`config.mk`:
```
export PLATFORM = sky130hd
export DESIGN_NAME = pitch_score_pipeline
export DESIGN_NICKNAME = d
export VERILOG_FILES = /design/src/rtl/pitch_score_pkg.sv /design/src/rtl/pitch_fifo.sv /design/src/rtl/pitch_score_pipeline.sv
export SDC_FILE = /design/constraint.sdc
export NUM_CORES = 1
export LEC_CHECK = 0
export BUFFER_PORTS_ARGS = -buffer_cell sky130_fd_sc_hd__buf_4
export CAP_MARGIN = 20
export CORE_MARGIN = 2
export CORE_UTILIZATION = 45
export DETAILED_ROUTE_END_ITERATION = 6
export GPL_ROUTABILITY_DRIVEN = 0
export GPL_TIMING_DRIVEN = 0
export PLACE_DENSITY_LB_ADDON = 0.2
export SLEW_MARGIN = 30
export SYNTH_ARGS = -nofsm -noshare
export SYNTH_HDL_FRONTEND = slang
export SYNTH_HIERARCHICAL = 1
export SYNTH_SLANG_ARGS = --single-unit
```
`constraint.sdc`:
```
create_clock -name clk -period 13.1 [get_ports clk]
set_input_delay 2.62 -clock clk [delete_from_list [all_inputs] [get_ports clk]]
set_output_delay 2.62 -clock clk [all_outputs]
set_load 0.01 [all_outputs]
```
`src/rtl/pitch_score_pkg.sv`:
```
// rtl/pitch_score_pkg.sv - FSM encoding and tolerance band constants for the pitch scorer
package pitch_score_pkg;

   typedef enum logic [2:0] {
      ST_IDLE,
      ST_LOAD,
      ST_FOLD,
      ST_SCORE,
      ST_ACC,
      ST_DIV
   } state_t;

   // Band edges are these multiples of the base tolerance unit.
   localparam int BAND0_MUL = 1;
   localparam int BAND1_MUL = 2;
   localparam int BAND2_MUL = 4;
   localparam int BAND3_MUL = 8;

   function automatic int band_score(input int max_score, input int band);
      case (band)
         0:       return max_score;
         1:       return (8 * max_score) / 10;
         2:       return max_score / 2;
         3:       return max_score / 5;
         default: return 0;
      endcase
   endfunction

endpackage

```
`src/rtl/pitch_fifo.sv`:
```
// rtl/pitch_fifo.sv - synchronous FIFO with registered read data, occupancy count and drop flag
module pitch_fifo #(
   parameter int WIDTH = 15,
   parameter int DEPTH = 16
) (
   input  logic                     clk,
   input  logic                     rst_n,
   input  logic                     clear,
   input  logic                     wr_en,
   input  logic [WIDTH-1:0]         din,
   input  logic                     rd_en,
   output logic [WIDTH-1:0]         dout,
   output logic                     full,
   output logic                     empty,
   output logic [$clog2(DEPTH):0]   count,
   output logic                     drop
);

   localparam int AW = $clog2(DEPTH);

   logic [WIDTH-1:0] mem [DEPTH];
   logic [AW-1:0]    wr_ptr;
   logic [AW-1:0]    rd_ptr;
   logic             push;
   logic             pop;

   assign full  = (count == (AW+1)'(DEPTH));
   assign empty = (count == '0);
   assign push  = wr_en & ~full;
   assign pop   = rd_en & ~empty;
   assign drop  = wr_en & full;

   always_ff @(posedge clk) begin
      if (push) begin
         mem[wr_ptr] <= din;
      end
   end

   always_ff @(posedge clk or negedge rst_n) begin
      if (!rst_n) begin
         wr_ptr <= '0;
         rd_ptr <= '0;
         count  <= '0;
         dout   <= '0;
      end else if (clear) begin
         wr_ptr <= '0;
         rd_ptr <= '0;
         count  <= '0;
         dout   <= '0;
      end else begin
         if (push) begin
            wr_ptr <= wr_ptr + AW'(1);
         end
         if (pop) begin
            dout   <= mem[rd_ptr];
            rd_ptr <= rd_ptr + AW'(1);
         end
         case ({push, pop})
            2'b10:   count <= count + (AW+1)'(1);
            2'b01:   count <= count - (AW+1)'(1);
            default: count <= count;
         endcase
      end
   end

endmodule

```
`src/rtl/pitch_score_pipeline.sv`:
```
// rtl/pitch_score_pipeline.sv - paired pitch FIFOs, octave fold, band scoring and running average
module pitch_score_pipeline
   import pitch_score_pkg::*;
#(
   parameter int FREQ_W    = 15,
   parameter int DEPTH     = 16,
   parameter int SCORE_W   = 4,
   parameter int MAX_SCORE = 10,
   parameter int TOL_SHIFT = 5,
   parameter int CNT_W     = 16
) (
   input  logic                        clk,
   input  logic                        rst_n,
   input  logic                        clear,
   input  logic                        enable,
   input  logic                        octave_fold,
   input  logic                        song_wr_en,
   input  logic [FREQ_W-1:0]           song_din,
   input  logic                        ref_wr_en,
   input  logic [FREQ_W-1:0]           ref_din,
   output logic                        song_full,
   output logic                        ref_full,
   output logic [$clog2(DEPTH):0]      song_count,
   output logic [$clog2(DEPTH):0]      ref_count,
   output logic                        overflow_err,
   output logic [SCORE_W-1:0]          score,
   output logic                        score_valid,
   output logic [SCORE_W-1:0]          score_avg,
   output logic                        avg_valid,
   output logic [CNT_W-1:0]            sample_count
);

   localparam int SUM_W = CNT_W + SCORE_W;
   localparam int DCW   = $clog2(SUM_W + 1);
   localparam int XW    = FREQ_W + 4;
   localparam int SC0   = band_score(MAX_SCORE, 0);
   localparam int SC1   = band_score(MAX_SCORE, 1);
   localparam int SC2   = band_score(MAX_SCORE, 2);
   localparam int SC3   = band_score(MAX_SCORE, 3);

   state_t              state, nstate;
   logic [FREQ_W-1:0]   song_dout, ref_dout;
   logic                song_empty, ref_empty, song_drop, ref_drop;
   logic                rd_en;
   logic                fold_q;
   logic [FREQ_W:0]     s_q, s_step;
   logic [FREQ_W-1:0]   r_q;
   logic [SUM_W-1:0]    sum_q, div_q, div_nx;
   logic [SUM_W:0]      rem_q, rem_sh, rem_nx;
   logic [DCW-1:0]      div_cnt;
   logic [XW-1:0]       d, u;
   logic [SCORE_W-1:0]  score_calc, avg_clip;

   pitch_fifo #(.WIDTH(FREQ_W), .DEPTH(DEPTH)) u_song_fifo (
      .clk(clk), .rst_n(rst_n), .clear(clear), .wr_en(song_wr_en), .din(song_din),
      .rd_en(rd_en), .dout(song_dout), .full(song_full), .empty(song_empty),
      .count(song_count), .drop(song_drop)
   );

   pitch_fifo #(.WIDTH(FREQ_W), .DEPTH(DEPTH)) u_ref_fifo (
      .clk(clk), .rst_n(rst_n), .clear(clear), .wr_en(ref_wr_en), .din(ref_din),
      .rd_en(rd_en), .dout(ref_dout), .full(ref_full), .empty(ref_empty),
      .count(ref_count), .drop(ref_drop)
   );

   // Out of range means outside [r, 2r); a zero song value can never be folded in.
   function automatic logic needs_fold(input logic [FREQ_W:0] s, input logic [FREQ_W-1:0] r);
      return (s >= {r, 1'b0}) || ((s < {1'b0, r}) && (s != '0));
   endfunction

   assign s_step = (s_q >= {r_q, 1'b0}) ? (s_q >> 1) : (s_q << 1);

   always_comb begin
      d = (s_q >= {1'b0, r_q}) ? XW'(s_q - {1'b0, r_q}) : XW'({1'b0, r_q} - s_q);
      u = XW'(r_q >> TOL_SHIFT);
      if (u == '0) begin
         u = XW'(1);
      end
      score_calc = '0;
      if (r_q == '0) begin
         score_calc = (s_q == '0) ? SCORE_W'(MAX_SCORE) : '0;
      end else if (s_q == '0) begin
         score_calc = '0;
      end else if (d <= XW'(BAND0_MUL) * u) begin
         score_calc = SCORE_W'(SC0);
      end else if (d <= XW'(BAND1_MUL) * u) begin
         score_calc = SCORE_W'(SC1);
      end else if (d <= XW'(BAND2_MUL) * u) begin
         score_calc = SCORE_W'(SC2);
      end else if (d <= XW'(BAND3_MUL) * u) begin
         score_calc = SCORE_W'(SC3);
      end
   end

   // One restoring-division step per cycle against the current sample count.
   always_comb begin
      rem_sh   = {rem_q[SUM_W-1:0], div_q[SUM_W-1]};
      rem_nx   = rem_sh;
      div_nx   = {div_q[SUM_W-2:0], 1'b0};
      if (rem_sh >= (SUM_W+1)'(sample_count)) begin
         rem_nx = rem_sh - (SUM_W+1)'(sample_count);
         div_nx = {div_q[SUM_W-2:0], 1'b1};
      end
      avg_clip = (div_nx > SUM_W'(MAX_SCORE)) ? SCORE_W'(MAX_SCORE) : div_nx[SCORE_W-1:0];
   end

   always_comb begin
      nstate = state;
      rd_en  = 1'b0;
      case (state)
         ST_IDLE: begin
            if (enable && !song_empty && !ref_empty && !clear) begin
               rd_en  = 1'b1;
               nstate = ST_LOAD;
            end
         end
         ST_LOAD: begin
            if (fold_q && (ref_dout != '0) && needs_fold({1'b0, song_dout}, ref_dout)) begin
               nstate = ST_FOLD;
            end else begin
               nstate = ST_SCORE;
            end
         end
         ST_FOLD: begin
            if (!needs_fold(s_step, r_q)) begin
               nstate = ST_SCORE;
            end
         end
         ST_SCORE: nstate = ST_ACC;
         ST_ACC:   nstate = (sample_count != '1) ? ST_DIV : ST_IDLE;
         ST_DIV: begin
            if (div_cnt == DCW'(SUM_W)) begin
               nstate = ST_IDLE;
            end
         end
         default:  nstate = ST_IDLE;
      endcase
   end

   always_ff @(posedge clk or negedge rst_n) begin
      if (!rst_n) begin
         state        <= ST_IDLE;
         fold_q       <= 1'b0;
         s_q          <= '0;
         r_q          <= '0;
         sum_q        <= '0;
         div_q        <= '0;
         rem_q        <= '0;
         div_cnt      <= '0;
         overflow_err <= 1'b0;
         score        <= '0;
         score_valid  <= 1'b0;
         score_avg    <= '0;
         avg_valid    <= 1'b0;
         sample_count <= '0;
      end else if (clear) begin
         state        <= ST_IDLE;
         sum_q        <= '0;
         div_cnt      <= '0;
         overflow_err <= 1'b0;
         score        <= '0;
         score_valid  <= 1'b0;
         score_avg    <= '0;
         avg_valid    <= 1'b0;
         sample_count <= '0;
      end else begin
         state        <= nstate;
         score_valid  <= 1'b0;
         avg_valid    <= 1'b0;
         overflow_err <= overflow_err | song_drop | ref_drop;
         case (state)
            ST_IDLE: begin
               if (rd_en) begin
                  fold_q <= octave_fold;
               end
            end
            ST_LOAD: begin
               s_q <= {1'b0, song_dout};
               r_q <= ref_dout;
            end
            ST_FOLD:  s_q <= s_step;
            ST_SCORE: begin
               score       <= score_calc;
               score_valid <= 1'b1;
            end
            ST_ACC: begin
               div_cnt <= '0;
               if (sample_count != '1) begin
                  sum_q        <= sum_q + SUM_W'(score);
                  sample_count <= sample_count + CNT_W'(1);
               end
            end
            ST_DIV: begin
               div_cnt <= div_cnt + DCW'(1);
               if (div_cnt == '0) begin
                  div_q <= sum_q;
                  rem_q <= '0;
               end else begin
                  div_q <= div_nx;
                  rem_q <= rem_nx;
                  if (div_cnt == DCW'(SUM_W)) begin
                     score_avg <= avg_clip;
                     avg_valid <= 1'b1;
                  end
               end
            end
            default: ;
         endcase
      end
   end

endmodule

```
==> impl_metrics.toml <==
[floorplanning]
core_um2 = 71700
initial_core_util_pct = 45.6
die_w_um = 273
ios = 76
dieArea_um2 = 74800
rows = 98
die_h_um = 273

[setup_path]
startpoint_type = "register"
worstReg2RegEnd = "score[2]"
reg2reg_from = "s_q[3]"
critical_path_peak_fanout = 10
cp.required_ns = 13.56
path_buf_inv = 3
crit_arrival_ns = 6.61
r2r_slack_ns = 6.95
crit_cells = 21
r2r_cells = 21
crit_chain = "inv_1, ha_1, buf_2, a21o_1, a21oi_1, a21boi_1, nor3_2, mux2i_1, xnor2_1, inv_1, ha_1, nor2b_1, o21a_1, o21a_1, o21ai_0, a211oi_1, o41ai_1, and4b_1, a21oi_1, a2111o_1, a21oi_1"
cpPeakStageDelay_ns = 0.83
crit_path_end_kind = "register"
cpMaxStageDelayCell = "o41ai_1"
worstSetupStartpoint = "s_q[3]"
criticalPathCategory = "register to register"
crit_top_cell = "a21oi_1"
critPathTopFamily = "compound AO/OA/AOI/OAI gates"
crit_end = "score[2]"

[cells_and_area]
final_util_pct = 51.5
post_route_cells_drive_above_1_share_pct = 16.3
area_delta_synth_final_pct = 12.9
antennaDiodeCount = 0
nFillCells = 5984
nNetsFinal = 2758

[routing]
drt-total-wl_um = 81500
drt_iter0_drc = 1728
wl_met3_um = 4540
routed.top_layer = "met5"
post_drt_wl_per_cell_um = 23.0
met2_wirelength_um = 39000
routedLengthMet1_um = 36100
drcViolationCount = 0
drtAntennaViolNets = 0
vias_per_cell = 5.90
firstDrtPassIters = 5
vias = 20900

[outcome]
status = "finished clean"

[clocking]
post_cts_resized = 0
cts_tree = "built"
cts.path.max_buffers = 3
clock_latency_ns = 0.64
cts_setup_buffers = 0
cts_hold_buffers = 0
h-tree-depth = 3
cts.clk_slew.worst_paths_ns = 0.06
clock-root-buffer = "clkbuf_16"
cts_buffers = 72
clock-sinks = 662

[sta]
fin_crit_sh_pct = 47.0
setup_viol = 0
rsz0062_at_grt = "no"
worstMarginPinSlew_ns = 1.01
period_needed_ns = 6.15
clock.fmax_mhz = 163
hold_viol = 0
slew_viol_final = 0
clock_skew_ns = 0.0367
slew-limit-headroom_pct = 32.9
fin_setup_tns_ns = 0

[placement]
place_hpwl_um = 57600
port_buffers = 75

[pwr]
swShare_pct = 40.9
clkPwrFrac_pct = 21.2
combPwrFrac_pct = 52.7
p_leak_nw = 13.8
pwr-share-seq_pct = 26.0
p_sw_mw = 3.79
peakVddDrop_v = 0.000309
power_mw = 9.25
p_int_mw = 5.46
p_per_area_nw_per_um2 = 251

[logic_synthesis]
ys.warnings.count = 6
yosysMostFrequentCell = "edfxtp_1"
netlist_area_um2 = 32700
synth-edff-count = 480
syn_area_per_cell_um2 = 13.8
synthDistinctLibCells = 86
synth_top_cells_by_count = "480 x edfxtp_1, 182 x dfrtp_1, 179 x ha_1"
synthFlopType = "edfxtp_1"
synth_top_area_share_pct = 44.1
synth_top_cell_by_area = "edfxtp_1"
syn_inst = 2376
ys_seq_area_share_pct = 58.0
synth_seq_cells = 662
synth_fp_nets = 2598
yosys-top-cells-area = "edfxtp_1 44%, dfrtp_1 14%, mux4_2 8.3%"
async_flop_share_pct = 27.5

[global_route]
overflow = 0
grt_max_degree = 77
grt_antenna_before_repair = 1
grt_pass1_wl_um = 126000
grt.total_usage_pct = 22.1
grt_pass1_vias = 21000

[job]
maxCapViolCount = 0

[hold_path]
holdCritPathClass = "register to register"
==> state kept, by name, indices dropped and copies added, names as in the netlist, 16 cells and up <==
| signal | cells |
|---|---|
| sample_count | 16 |
| u_song_fifo/mem | 240 |
| rem_q | 20 |
| s_q | 16 |
| div_q | 20 |
| sum_q | 20 |
| u_ref_fifo/mem | 240 |
==> per-layer routing <==
metal | track usage [%] | vias to the layer above
met3 | 3.49 | 138
met2 | 36.1 | 636
met1 | 30.8 | 10700
met4 | 6.00 | 2
li1 | - | 9432
met5 | 0 | -
==> cells in the final DEF, fill, tap and decap left out, drive strengths merged, types with 33 or more instances in the layout <==
cell type,n
a21o,38
nor3,34
nand2,148
clkbuf,157
inv,117
nor2,143
ha,179
mux4,120
edfxtp,480
o221ai,33
xnor2,44
buf,127
dfrtp,182
nand3b,34
o21ai,106
nand4,35
a21oi,106
mux2i,101
==> cells by family (layout without fill, tap and decap cells) <==
kind of cell | Yosys count | count (layout) | synth area share, %
muxes | 231 | 231 | 11.7
DFF | 662 | 662 | 58.0
AOI/OAI and AO/OA | 421 | 421 | 8.92
adders and majority gates | 185 | 185 | 7.22
xor gates and xnor gates | 72 | 72 | 1.93
buffers and inverters | 219 | 436 | 2.94
and+or+nand+nor | 586 | 586 | 9.23
==> layout make-up <==
type	count	area, um^2	share of cell area (%)
Buffer	106	538	1.46
Inverter	113	424	1.15
Tap cell	950	1190	3.22
Timing Repair Buffer	86	697	1.89
Sequential cell	662	19000	51.4
Clock inverter	39	394	1.07
Clock buffer	92	1920	5.19
Multi-Input combinational cell	1495	12800	34.6
==> metrics by stage <==
stage,hold slack [ns],area [um^2],setup slack (ns),std cells
finish,0.480,36900,6.95,3543
global route,0.509,36900,6.59,3543
CTS,0.487,36900,6.98,3543
detailed placement,0.483,34600,7.03,3412
global placement,0.466,34400,6.61,3401
floorplan,0.450,32700,8.00,2376
==> how the worst min path moves through the flow <==
stage | to | depth (start not counted) | slack, ns | startpoint
CTS | score_avg[0] | 2 | 0.49 | score_avg[0]
detailed placement | score_avg[0] | 2 | 0.48 | score_avg[0]
global placement | score_avg[1] | 2 | 0.47 | score_avg[1]
finish | score_avg[0] | 2 | 0.48 | score_avg[0]
floorplan | rem_q[19] | 2 | 0.45 | rem_q[19]
global route | score_avg[0] | 2 | 0.51 | score_avg[0]
==> power groups by stage <==
| stage | Sequential [mW] | Clock, mW | Combinational, mW |
|---|---|---|---|
| CTS | 2.41 | 2.01 | 4.82 |
| finish | 2.41 | 1.97 | 4.88 |
| floorplan | 2.41 | 0 | 3.59 |
| detailed placement | 2.45 | 0 | 4.78 |
| global placement | 2.45 | 0 | 4.63 |
| global route | 2.42 | 2.09 | 5.39 |
==> worst reg2reg max path, cell delays in order, from the launching register on <==
cell and delay (ns):
dfrtp_1 0.44, inv_1 0.16, ha_1 0.32, buf_2 0.19, a21o_1 0.19, a21oi_1 0.44, a21boi_1 0.22, nor3_2 0.58
mux2i_1 0.18, xnor2_1 0.42, inv_1 0.16, ha_1 0.32, nor2b_1 0.14, o21a_1 0.17, o21a_1 0.16, o21ai_0 0.15
a211oi_1 0.09, o41ai_1 0.83, and4b_1 0.29, a21oi_1 0.28, a2111o_1 0.21, a21oi_1 0.06
Note: power is estimated with default switching activity, not from simulation.
